### src/rtl/mult_pkg.sv
// Shared types and helpers for the sequential shift-add multiplier.
package mult_pkg;

  typedef enum logic [1:0] {
    StIdle = 2'd0,
    StBusy = 2'd1,
    StDone = 2'd2
  } state_e;

  // Counter width for a WIDTH-iteration loop; never narrower than one bit.
  function automatic int unsigned cnt_width(input int unsigned w);
    return (w <= 2) ? 1 : $clog2(w);
  endfunction

endpackage

### src/rtl/cond_negate.sv
// Combinational conditional two's-complement negator.
module cond_negate #(
  parameter int unsigned Width = 8
) (
  input  logic             neg_i,
  input  logic [Width-1:0] data_i,
  output logic [Width-1:0] data_o
);

  assign data_o = neg_i ? (~data_i + 1'b1) : data_i;

endmodule

### src/rtl/seq_bin_multiplier.sv
// Iterative shift-add multiplier, signed or unsigned per operation, one op in flight.
module seq_bin_multiplier
  import mult_pkg::*;
#(
  parameter int unsigned WIDTH = 8
) (
  input  logic               clk,
  input  logic               rst_n,
  input  logic               in_valid,
  output logic               in_ready,
  input  logic [WIDTH-1:0]   a,
  input  logic [WIDTH-1:0]   b,
  input  logic               signed_mode,
  input  logic               abort,
  output logic               out_valid,
  input  logic               out_ready,
  output logic [2*WIDTH-1:0] product,
  output logic               busy
);

  localparam int unsigned PW = 2 * WIDTH;
  localparam int unsigned CW = cnt_width(WIDTH);

  state_e           state_q, state_d;
  logic [WIDTH-1:0] mcand_q, mcand_d;
  logic [WIDTH-1:0] mplier_q, mplier_d;
  logic [WIDTH:0]   acc_q, acc_d;
  logic [CW-1:0]    count_q, count_d;
  logic             neg_q, neg_d;
  logic [PW-1:0]    product_q, product_d;

  logic [WIDTH-1:0] a_mag, b_mag;
  logic [WIDTH:0]   sum;
  logic [PW-1:0]    raw, raw_signed;

  cond_negate #(.Width(WIDTH)) u_neg_a (
    .neg_i  (signed_mode & a[WIDTH-1]),
    .data_i (a),
    .data_o (a_mag)
  );

  cond_negate #(.Width(WIDTH)) u_neg_b (
    .neg_i  (signed_mode & b[WIDTH-1]),
    .data_i (b),
    .data_o (b_mag)
  );

  assign sum = acc_q + (mplier_q[0] ? {1'b0, mcand_q} : '0);
  // {acc, mplier} after this cycle's shift, without the always-zero top bit.
  assign raw = {sum, mplier_q[WIDTH-1:1]};

  cond_negate #(.Width(PW)) u_neg_p (
    .neg_i  (neg_q),
    .data_i (raw),
    .data_o (raw_signed)
  );

  always_comb begin
    state_d   = state_q;
    mcand_d   = mcand_q;
    mplier_d  = mplier_q;
    acc_d     = acc_q;
    count_d   = count_q;
    neg_d     = neg_q;
    product_d = product_q;
    case (state_q)
      StIdle: begin
        if (in_valid) begin
          mcand_d  = a_mag;
          mplier_d = b_mag;
          neg_d    = signed_mode & (a[WIDTH-1] ^ b[WIDTH-1]);
          acc_d    = '0;
          count_d  = '0;
          state_d  = StBusy;
        end
      end
      StBusy: begin
        if (abort) begin
          state_d = StIdle;
        end else begin
          acc_d    = {1'b0, sum[WIDTH:1]};
          mplier_d = {sum[0], mplier_q[WIDTH-1:1]};
          count_d  = count_q + 1'b1;
          if (count_q == CW'(WIDTH - 1)) begin
            product_d = raw_signed;
            state_d   = StDone;
          end
        end
      end
      StDone: begin
        if (abort || out_ready) begin
          state_d = StIdle;
        end
      end
      default: state_d = StIdle;
    endcase
  end

  always_ff @(posedge clk or negedge rst_n) begin
    if (!rst_n) begin
      state_q   <= StIdle;
      mcand_q   <= '0;
      mplier_q  <= '0;
      acc_q     <= '0;
      count_q   <= '0;
      neg_q     <= 1'b0;
      product_q <= '0;
    end else begin
      state_q   <= state_d;
      mcand_q   <= mcand_d;
      mplier_q  <= mplier_d;
      acc_q     <= acc_d;
      count_q   <= count_d;
      neg_q     <= neg_d;
      product_q <= product_d;
    end
  end

  assign in_ready  = (state_q == StIdle);
  assign out_valid = (state_q == StDone);
  assign busy      = (state_q != StIdle);
  assign product   = product_q;

endmodule

### config.mk
export PLATFORM = sky130hd
export DESIGN_NAME = seq_bin_multiplier
export DESIGN_NICKNAME = d
export VERILOG_FILES = /design/src/rtl/mult_pkg.sv /design/src/rtl/cond_negate.sv /design/src/rtl/seq_bin_multiplier.sv
export SDC_FILE = /design/constraint.sdc
export NUM_CORES = 1
export LEC_CHECK = 0
export CAP_MARGIN = 25
export CORE_ASPECT_RATIO = 1.25
export CORE_UTILIZATION = 40
export DETAILED_ROUTE_END_ITERATION = 12
export GPL_TIMING_DRIVEN = 1
export SLEW_MARGIN = 20
export SYNTH_ARGS = -nofsm -noshare
export SYNTH_HDL_FRONTEND = slang
export SYNTH_SLANG_ARGS = --single-unit
### constraint.sdc
create_clock -name clk -period 7.3 [get_ports clk]
set_input_delay 1.825 -clock clk [delete_from_list [all_inputs] [get_ports clk]]
set_output_delay 1.825 -clock clk [all_outputs]
set_load 0.01 [all_outputs]
==> flow_summary.json, run 1 <==
{
  "outcome": "finished, final reports clean",
  "cp.buffers_inverters": 2,
  "hold_depth": 2,
  "switching_share": 0.387,
  "layout_min_cycle_time_ns": 3.50,
  "finalSetupTns_ns": 0,
  "track_usage": 0.178,
  "clock.fmax_mhz": 286,
  "numPortBuffers": 40,
  "die_area_um2": 7450,
  "syn-num-nets": 359,
  "worstSetupPathType": "primary input to flop",
  "cts_root_buffer": "clkbuf_8",
  "hold_path_class": "flop to flop",
  "drc_errors": 0,
  "dp_hpwl_mm": 4.71,
  "area_delta_synth_final_pct": 20.5,
  "postRouteAntennaNets": 0,
  "cts.sinks": 46,
  "slowest_stage": "or3_1",
  "post_drt_via_cell_ratio": 5.23,
  "r2r-end": "product[14]",
  "p_int_mw": 0.529,
  "ff2ff_setup_slack_ns": 4.32,
  "endpoint": "product[14]",
  "p_seq_frac": 0.414,
  "first_iter_violations": 87,
  "core_um2": 6930,
  "fp.dieH_um": 96.2,
  "end_kind": "flop",
  "grt_pass1_wl_mm": 10.5,
  "yosys.area.top_type_share": 0.405,
  "rr_startpoint": "mplier_q[0]",
  "syn-cell-area_um2": 2840,
  "startpoint": "abort",
  "crit_path_cell_trace": "clkdlybuf4s50_1 -> nor3b_1 -> buf_4 -> nand2_1 -> or3_1 -> nand3_1",
  "yosysWarningCount": 0,
  "rsz0062_at_grt": "no",
  "finalSetupViolCount": 0,
  "power_density_nw_per_um2": 252,
  "ys_seq_area_frac": 0.405,
  "antenna_cells": 0,
  "vias": 2373,
  "post_cts_resize_count": 0,
  "synthTopCellsByArea": "dfrtp_1, o21ai_0, nand2_1, ha_1, xor2_1",
  "rows": 34,
  "die_x_um": 77.4,
  "synthCells": 323,
  "synth_ff_type": "dfrtp_1",
  "initial_core_util": 0.410,
  "post_cts_buffers": 0,
  "htreeDepth": 2,
  "clk_pin_slew_ns": 0.10,
  "fin_skew_ns": 0.0150,
  "dr.pass1.iters": 4,
  "combPwrFrac": 0.402,
  "clkPwrFrac": 0.184,
  "maxSlewViolCount": 0,
  "yosysTopAreaCell": "dfrtp_1",
  "overflow": 0,
  "hold_slack_ns": 0.482,
  "synth-edff-count": 0,
  "syn_avg_cell_area_um2": 8.80,
  "path_delay_family": "simple AND/OR/NAND/NOR gates",
  "drive_above_1_share": 0.0632,
  "cts_tree": "yes",
  "report.final.hold_viol_count": 0,
  "leakagePower_nw": 1.47,
  "critical-path-max-stage-delay_ns": 0.53,
  "power.switching_mw": 0.334,
  "tightest_slew_ns": 0.791,
  "async_flop_share": 1.00,
  "cp.arrival_ns": 3.75,
  "setup.worst_path.start_class": "primary input",
  "cp.required_ns": 7.55,
  "fin_crit_sh": 0.479,
  "worstSkewPairLatency_ns": 0.30,
  "wl_mm": 6.11,
  "peakVddDrop_mv": 0.134,
  "cp.depth": 6,
  "synthDistinctLibCells": 46,
  "first_global_vias": 2232,
  "gp_congestion": 0.895,
  "wl_per_cell_um": 13.4,
  "pin_count": 41,
  "max-cap-violations": 0,
  "synth_seq_cells": 46,
  "grt_max_degree": 47,
  "antenna_found_initial": 0,
  "ff2ff_path_depth": 9,
  "clk_path_buf_depth": 2,
  "maxSlewHeadroom": 0.471,
  "synth_commonest_cells": "nand2_1, dfrtp_1, o21ai_0",
  "hold_buffers": 0,
  "nNetsFinal": 399,
  "synth.most_common_cell": "nand2_1",
  "cp_max_fo": 31,
  "numCtsBuffers": 5
}
tightest hold or removal path, cell delays in order (launching register included):
cell	delay, ns
dfrtp_1	0.35
nand2_1	0.05
o21ai_0	0.06
sequential cells by signal, summed over array words and instances, names as in the netlist:
register	count
product	16
mplier_q	8
acc_q	8
count_q	3
state_q	2
neg_q	1
mcand_q	8
placed cells by master, fill, tap and decap left out, drive strengths merged, types with 4 or more instances in the layout:
cell type	Yosys	routed
or3	7	7
and2	11	11
clkdlybuf4s50	0	39
o31ai	4	4
dfrtp	46	46
xor2	14	14
nand3	10	10
inv	13	13
nor2	18	18
ha	13	13
nand2	48	48
clkbuf	9	5
a22o	7	7
or4	4	4
nand2b	6	6
a31oi	5	5
a21oi	18	18
nor3	5	5
xnor2	7	7
o21ai	43	43
layer usage:
metal	GRT usage	vias up	share of wire
li1	-	1225	-
met1	0.238	1102	0.49
met2	0.302	41	0.48
met3	0.0227	5	0.022
met4	0.0472	0	0.0090
met5	0	-	0
power groups by stage:
stage / combinational (mW) / sequential, mW / clock (mW)
2_1_floorplan: 0.255 / 0.348 / 0
3_3_place_gp: 0.346 / 0.362 / 0
6_report: 0.347 / 0.358 / 0.159
3_5_place_dp: 0.349 / 0.363 / 0
5_1_grt: 0.396 / 0.367 / 0.172
4_1_cts: 0.351 / 0.358 / 0.165
layout make-up:
| cell class | count | area, um^2 |
|---|---|---|
| timing repair buffer | 42 | 413 |
| clock inverter | 3 | 21.3 |
| multi-input combinational | 255 | 1610 |
| sequential | 46 | 1150 |
| inverter | 13 | 48.8 |
| fill | 688 | 3510 |
| clock buffer | 5 | 68.8 |
| tap | 90 | 113 |
through the flow:
stage	area [um^2]	setup WS (ns)	utilization	instances	power, mW
6_report	3420	3.80	0.494	454	0.863
5_1_grt	3420	3.63	0.494	454	0.935
4_1_cts	3420	3.80	0.493	454	0.874
3_5_place_dp	3330	3.47	0.480	446	0.712
3_3_place_gp	3330	3.50	0.480	446	0.707
2_1_floorplan	2840	4.09	-	323	0.603
kinds of logic after synthesis:
| family | after synthesis | synth area share |
|---|---|---|
| adder cells (fa/ha/maj) | 14 | 0.0643 |
| AND/OR/NAND/NOR | 123 | 0.216 |
| XOR/XNOR | 21 | 0.0647 |
| multiplexers | 4 | 0.0145 |
| buffers and inverters | 22 | 0.0291 |
| AO/OA/AOI/OAI | 93 | 0.206 |
| flip-flops | 46 | 0.405 |
worst min-delay path by stage:
stage / startpoint / endpoint / slack [ns]
finish: mcand_q[6] / mcand_q[6] / 0.48
global route: mcand_q[7] / mcand_q[7] / 0.50
CTS: mcand_q[6] / mcand_q[6] / 0.49
detailed placement: mcand_q[6] / mcand_q[6] / 0.47
global placement: mcand_q[3] / mcand_q[3] / 0.46
floorplan: mcand_q[5] / mcand_q[5] / 0.44
(Power assumes the default switching activity.)
==> run 2, diff against run 1 <==
clock period = 3.2 ns   (was 7.3 ns; I/O delays follow)
==> run 2 against run 1 <==
Net effect: sequential power increased by 130%; clock power increased to 2.8 times the previous value; critical endpoint unchanged; largest power group unchanged; utilization increased by 0.81 points.
==> flow_summary.json, run 2 (synthesis gave the netlist of run 1 again) <==
{
  "post_cts_resize_count": 0,
  "end_kind": "flop",
  "layout.cells.most_common_list": "nand2_1, dfrtp_1, o21ai_0",
  "peakVddDrop_mv": 0.236,
  "layout_min_cycle_time_ns": 2.82,
  "power_density_nw_per_um2": 596,
  "antenna_cells": 0,
  "rows": 34,
  "post_cts_buffers": 0,
  "grt_util_met3": 0.0256,
  "maxSlewViolCount": 0,
  "path_delay_family": "compound AO/OA/AOI/OAI gates",
  "cp.buffers_inverters": 0,
  "final_common_cell": "nand2_1",
  "preCtsSetupSlack_ns": 0.342,
  "setup.worst_path.start_class": "flop",
  "slowest_stage": "a2111oi_1",
  "antenna_found_initial": 0,
  "outcome": "finished, final reports clean",
  "hold_buffers": 0,
  "clk_path_buf_depth": 2,
  "pin_count": 41,
  "cts_root_buffer": "clkbuf_8",
  "first_global_vias": 2235,
  "fin_crit_sh": 0.880,
  "gp_congestion": 0.854,
  "largest_reg_flops": 16,
  "multi_input_area_um2": 1610,
  "grtUsageMet1": 0.237,
  "critical-path-max-stage-delay_ns": 0.46,
  "r2r-end": "product[14]",
  "endpoint": "product[14]",
  "cp.depth": 9,
  "nNetsFinal": 402,
  "die_x_um": 77.4,
  "tightest_slew_ns": 0.722,
  "met2_usage": 0.315,
  "max-cap-violations": 0,
  "wl_per_cell_um": 13.9,
  "worstSkewPairLatency_ns": 0.30,
  "clock.fmax_mhz": 355,
  "ff2ff_setup_slack_ns": 0.38,
  "area_delta_synth_final_pct": 22.5,
  "rsz0062_at_grt": "no",
  "core_um2": 6930,
  "crit_path_cell_trace": "and2_1 -> ha_1 -> fa_1 -> a21oi_1 -> o21ai_0 -> a2bb2o_1 -> a2111oi_1 -> mux2i_1 -> nand3_1",
  "cp.arrival_ns": 3.00,
  "cp.required_ns": 3.38,
  "grt_pass1_wl_mm": 10.7,
  "report.final.hold_viol_count": 0,
  "first_iter_violations": 121,
  "cts_tree": "yes",
  "hold_path_class": "primary input to asynchronous set/reset pin",
  "dp_hpwl_mm": 4.92,
  "setup_ws_ns": 0.385,
  "initial_core_util": 0.410,
  "rr_startpoint": "mplier_q[0]",
  "grt_max_degree": 28,
  "startpoint": "mplier_q[0]",
  "wl_mm": 6.33,
  "htreeDepth": 2,
  "dr.pass1.iters": 4,
  "postRouteAntennaNets": 0,
  "fillers": 701,
  "drive_above_1_share": 0.0683,
  "numPortBuffers": 40,
  "drc_errors": 0,
  "finalSetupViolCount": 0,
  "fp.dieH_um": 96.2,
  "leakagePower_nw": 1.50,
  "ff2ff_path_depth": 9,
  "overflow": 0,
  "fin_skew_ns": 0.00379,
  "finalSetupTns_ns": 0,
  "clk_pin_slew_ns": 0.09,
  "die_area_um2": 7450,
  "grt_busiest_layer": "met2",
  "post_drt_via_cell_ratio": 5.19,
  "seq_area_um2": 1150,
  "vias": 2366,
  "track_usage": 0.182,
  "worstSetupPathType": "flop to flop",
  "cts.sinks": 46,
  "numCtsBuffers": 5,
  "cp_max_fo": 9,
  "maxSlewHeadroom": 0.518
}
run 2: cell count changes in the layout (fill, tap and decap cells not counted):
cell / change
a2111oi_0: -1
a2111oi_1: +1
buf_2: +1
clkbuf_8: +1
clkinv_2: -1
clkinv_4: -1
bufinv_16: +1
buf_12: +1
buf_4: +1
clkinvlp_4: -1
run 2: worst reg2reg max path: stages, from the launching register on:
cell       delay [ns]
dfrtp_1          0.44
and2_1           0.16
ha_1             0.21
fa_1             0.42
a21oi_1          0.25
o21ai_0          0.14
a2bb2o_1         0.28
a2111oi_1        0.46
mux2i_1          0.24
nand3_1          0.09
run 2: stage by stage:
stage / power [mW] / cells / utilization / hold WS, ns / cell area, um^2
2_1_floorplan: 1.38 / 323 / - / 0.442 / 2840
3_3_place_gp: 1.63 / 448 / 0.482 / 0.458 / 3350
3_5_place_dp: 1.64 / 449 / 0.485 / 0.469 / 3370
4_1_cts: 2.09 / 456 / 0.502 / 0.466 / 3480
5_1_grt: 2.23 / 456 / 0.502 / 0.478 / 3480
6_report: 2.07 / 456 / 0.502 / 0.456 / 3480
run 2: layout make-up:
type / count / area share
clock buffer: 6 / 0.0237
clock inverter: 1 / 0.00863
inverter: 13 / 0.0140
multi-input combinational: 255 / 0.462
sequential: 46 / 0.331
tap: 90 / 0.0324
timing repair buffer: 45 / 0.128
run 2: per-layer routing:
layer | wire, um | share of wire
met4 | 107 | 0.017
met5 | 0 | 0
met3 | 160 | 0.025
met1 | 3030 | 0.48
met2 | 3040 | 0.48
run 2: how the worst min path moves through the flow:
stage | from | endpoint | slack [ns] | cells past startpoint
global route | rst_n | product[8] | 0.48 | 1
detailed placement | mcand_q[2] | mcand_q[2] | 0.47 | 2
CTS | rst_n | product[8] | 0.47 | 1
global placement | mcand_q[3] | mcand_q[3] | 0.46 | 2
finish | rst_n | product[8] | 0.46 | 1
floorplan | mcand_q[5] | mcand_q[5] | 0.44 | 2
run 2: report_power, final:
group	total, mW	switching [mW]	internal [mW]
Clock	0.449	0.199	0.250
Sequential	0.815	0.118	0.697
Combinational	0.808	0.448	0.360
==> run 3, diff against run 2 <==
clock period = 2.25 ns   (was 3.2 ns; I/O delays follow)
==> run 3 against run 2 <==
Net effect: the flow now finishes with violations (setup timing); count of clock-buffer cells in the layout unchanged; die area unchanged; routed wire length up 8.2%; final area up 17%; register-to-register slack worse by 0.74 ns; non-clock buffer count up 65; critical endpoint is now product[15].
==> flow_summary.json, run 3 (synthesis gave the netlist of run 1 again) <==
{
  "first_global_vias": 2436,
  "numPortBuffers": 40,
  "rsz0062_at_grt": "yes",
  "fin_crit_sh": 1.16,
  "overflow": 0,
  "power.total_mw": 3.44,
  "antenna_cells": 0,
  "placedInstanceArea_um2": 3820,
  "gp_congestion": 0.805,
  "maxSlewHeadroom": 0.617,
  "grt_pass1_wl_mm": 11.4,
  "layout_min_cycle_time_ns": 2.61,
  "area_delta_synth_final_pct": 43.3,
  "post_drt_via_cell_ratio": 5.02,
  "drive_above_1_share": 0.260,
  "violations": "setup timing",
  "setup_ws_ns": -0.359,
  "rr_startpoint": "mplier_q[0]",
  "die_area_um2": 7450,
  "layout.cells.most_common_list": "buf_4, dfrtp_1, nand2_1",
  "largest_reg_flops": 16,
  "core_um2": 6930,
  "grt_max_degree": 47,
  "antenna_found_initial": 0,
  "postRouteAntennaNets": 0,
  "wl_per_cell_um": 13.2,
  "first_iter_violations": 56,
  "max-cap-violations": 0,
  "ff2ff_path_depth": 8,
  "peakVddDrop_mv": 0.458,
  "fp.dieH_um": 96.2,
  "leakagePower_nw": 1.82,
  "fin_area_um2": 4070,
  "fillers": 654,
  "cp_max_fo": 7,
  "cts_root_buffer": "clkbuf_8",
  "ff2ff_setup_slack_ns": -0.36,
  "hold_slack_ns": 0.339,
  "dr.pass1.iters": 4,
  "vias": 2615,
  "rows": 34,
  "fin_skew_ns": 0.00810,
  "pin_count": 41,
  "dp_hpwl_mm": 5.34,
  "cts_tree": "yes",
  "die_x_um": 77.4,
  "power_density_nw_per_um2": 844,
  "wl_mm": 6.85,
  "hold_path_class": "primary input to asynchronous set/reset pin",
  "clock.fmax_mhz": 383,
  "cts.sinks": 46,
  "final_common_cell": "buf_4",
  "initial_core_util": 0.410,
  "drc_errors": 0,
  "clk_pin_slew_ns": 0.09,
  "nNetsFinal": 467,
  "maxSlewViolCount": 0,
  "preCtsSetupSlack_ns": -0.444,
  "worstSetupPathType": "flop to flop",
  "numCtsBuffers": 5,
  "clk_path_buf_depth": 2,
  "fin_util": 0.587,
  "htreeDepth": 2,
  "worstSkewPairLatency_ns": 0.30,
  "track_usage": 0.195,
  "end_kind": "flop",
  "tightest_slew_ns": 0.574,
  "r2r-end": "product[15]",
  "setup.worst_path.start_class": "flop",
  "cp.arrival_ns": 2.79,
  "finalSetupViolCount": 5,
  "report.final.hold_viol_count": 0,
  "outcome": "finished with violations",
  "cp.required_ns": 2.43
}
==> run 3: changes by cell type in the layout (fill, tap and decap cells not counted), moves of 3 or more <==
| cell | change |
|---|---|
| nand2_1 | -3 |
| nand2_2 | +3 |
| o21ai_0 | -5 |
| ha_4 | +3 |
| o21ai_1 | +3 |
| buf_4 | +66 |
| ha_1 | -4 |
==> run 3: worst max-delay path, stage by stage, from the launching register on <==
cell and delay [ns]:
dfrtp_1 0.43, and2_1 0.16, ha_2 0.18, fa_2 0.38, xor2_2 0.17, or4_4 0.50, a2111oi_4 0.39, a31o_2 0.23
nand3_2 0.05
==> run 3: routing by layer <==
metal | global-route usage | wire (um) | share of wire
met1 | 0.240 | 3110 | 0.45
met3 | 0.0227 | 129 | 0.019
met5 | 0 | 0 | 0
met4 | 0.0519 | 91 | 0.013
met2 | 0.361 | 3520 | 0.51
==> run 3: final cells by class <==
type                            instances  area [um^2]  area share
Inverter                               13         48.8      0.0120
Clock inverter                          1         7.51     0.00184
Multi-Input combinational cell        255         1760       0.432
Sequential cell                        46         1150       0.283
Clock buffer                            6         72.6      0.0178
Tap cell                               90          113      0.0276
Timing Repair Buffer                  110          921       0.226
==> run 3: stage by stage <==
step,setup TNS [ns],instances
2_1_floorplan,-0.931,323
4_1_cts,-1.11,520
3_5_place_dp,-1.58,510
6_report,-1.27,521
3_3_place_gp,-1.30,510
5_1_grt,-1.82,521
==> run 3: repair_timing <==
action / in CTS / in global routing
cloned: 0 / 0
buffers inserted: 3 / 1
setup endpoints to repair: 6 / 9
pin swaps: 4 / 4
hold buffers: 0 / 0
resized for setup: 16 / 14
==> run 3: power breakdown <==
group          leakage (nW)  total (mW)  switching, mW  internal (mW)
registers             0.611        1.10          0.113          0.991
logic                  1.17        1.84          0.874          0.967
clock network        0.0373       0.490          0.276          0.214
total                  1.82        3.44           1.26           2.17
==> run 3: worst max path at each step <==
stage,startpoint,end,slack [ns],cells after the start
floorplan,mplier_q[0],product[15],-0.30,8
global placement,mplier_q[0],product[14],-0.37,9
detailed placement,mplier_q[0],product[14],-0.44,9
CTS,mplier_q[0],product[15],-0.34,8
global route,mplier_q[1],product[15],-0.43,6
finish,mplier_q[0],product[15],-0.36,8
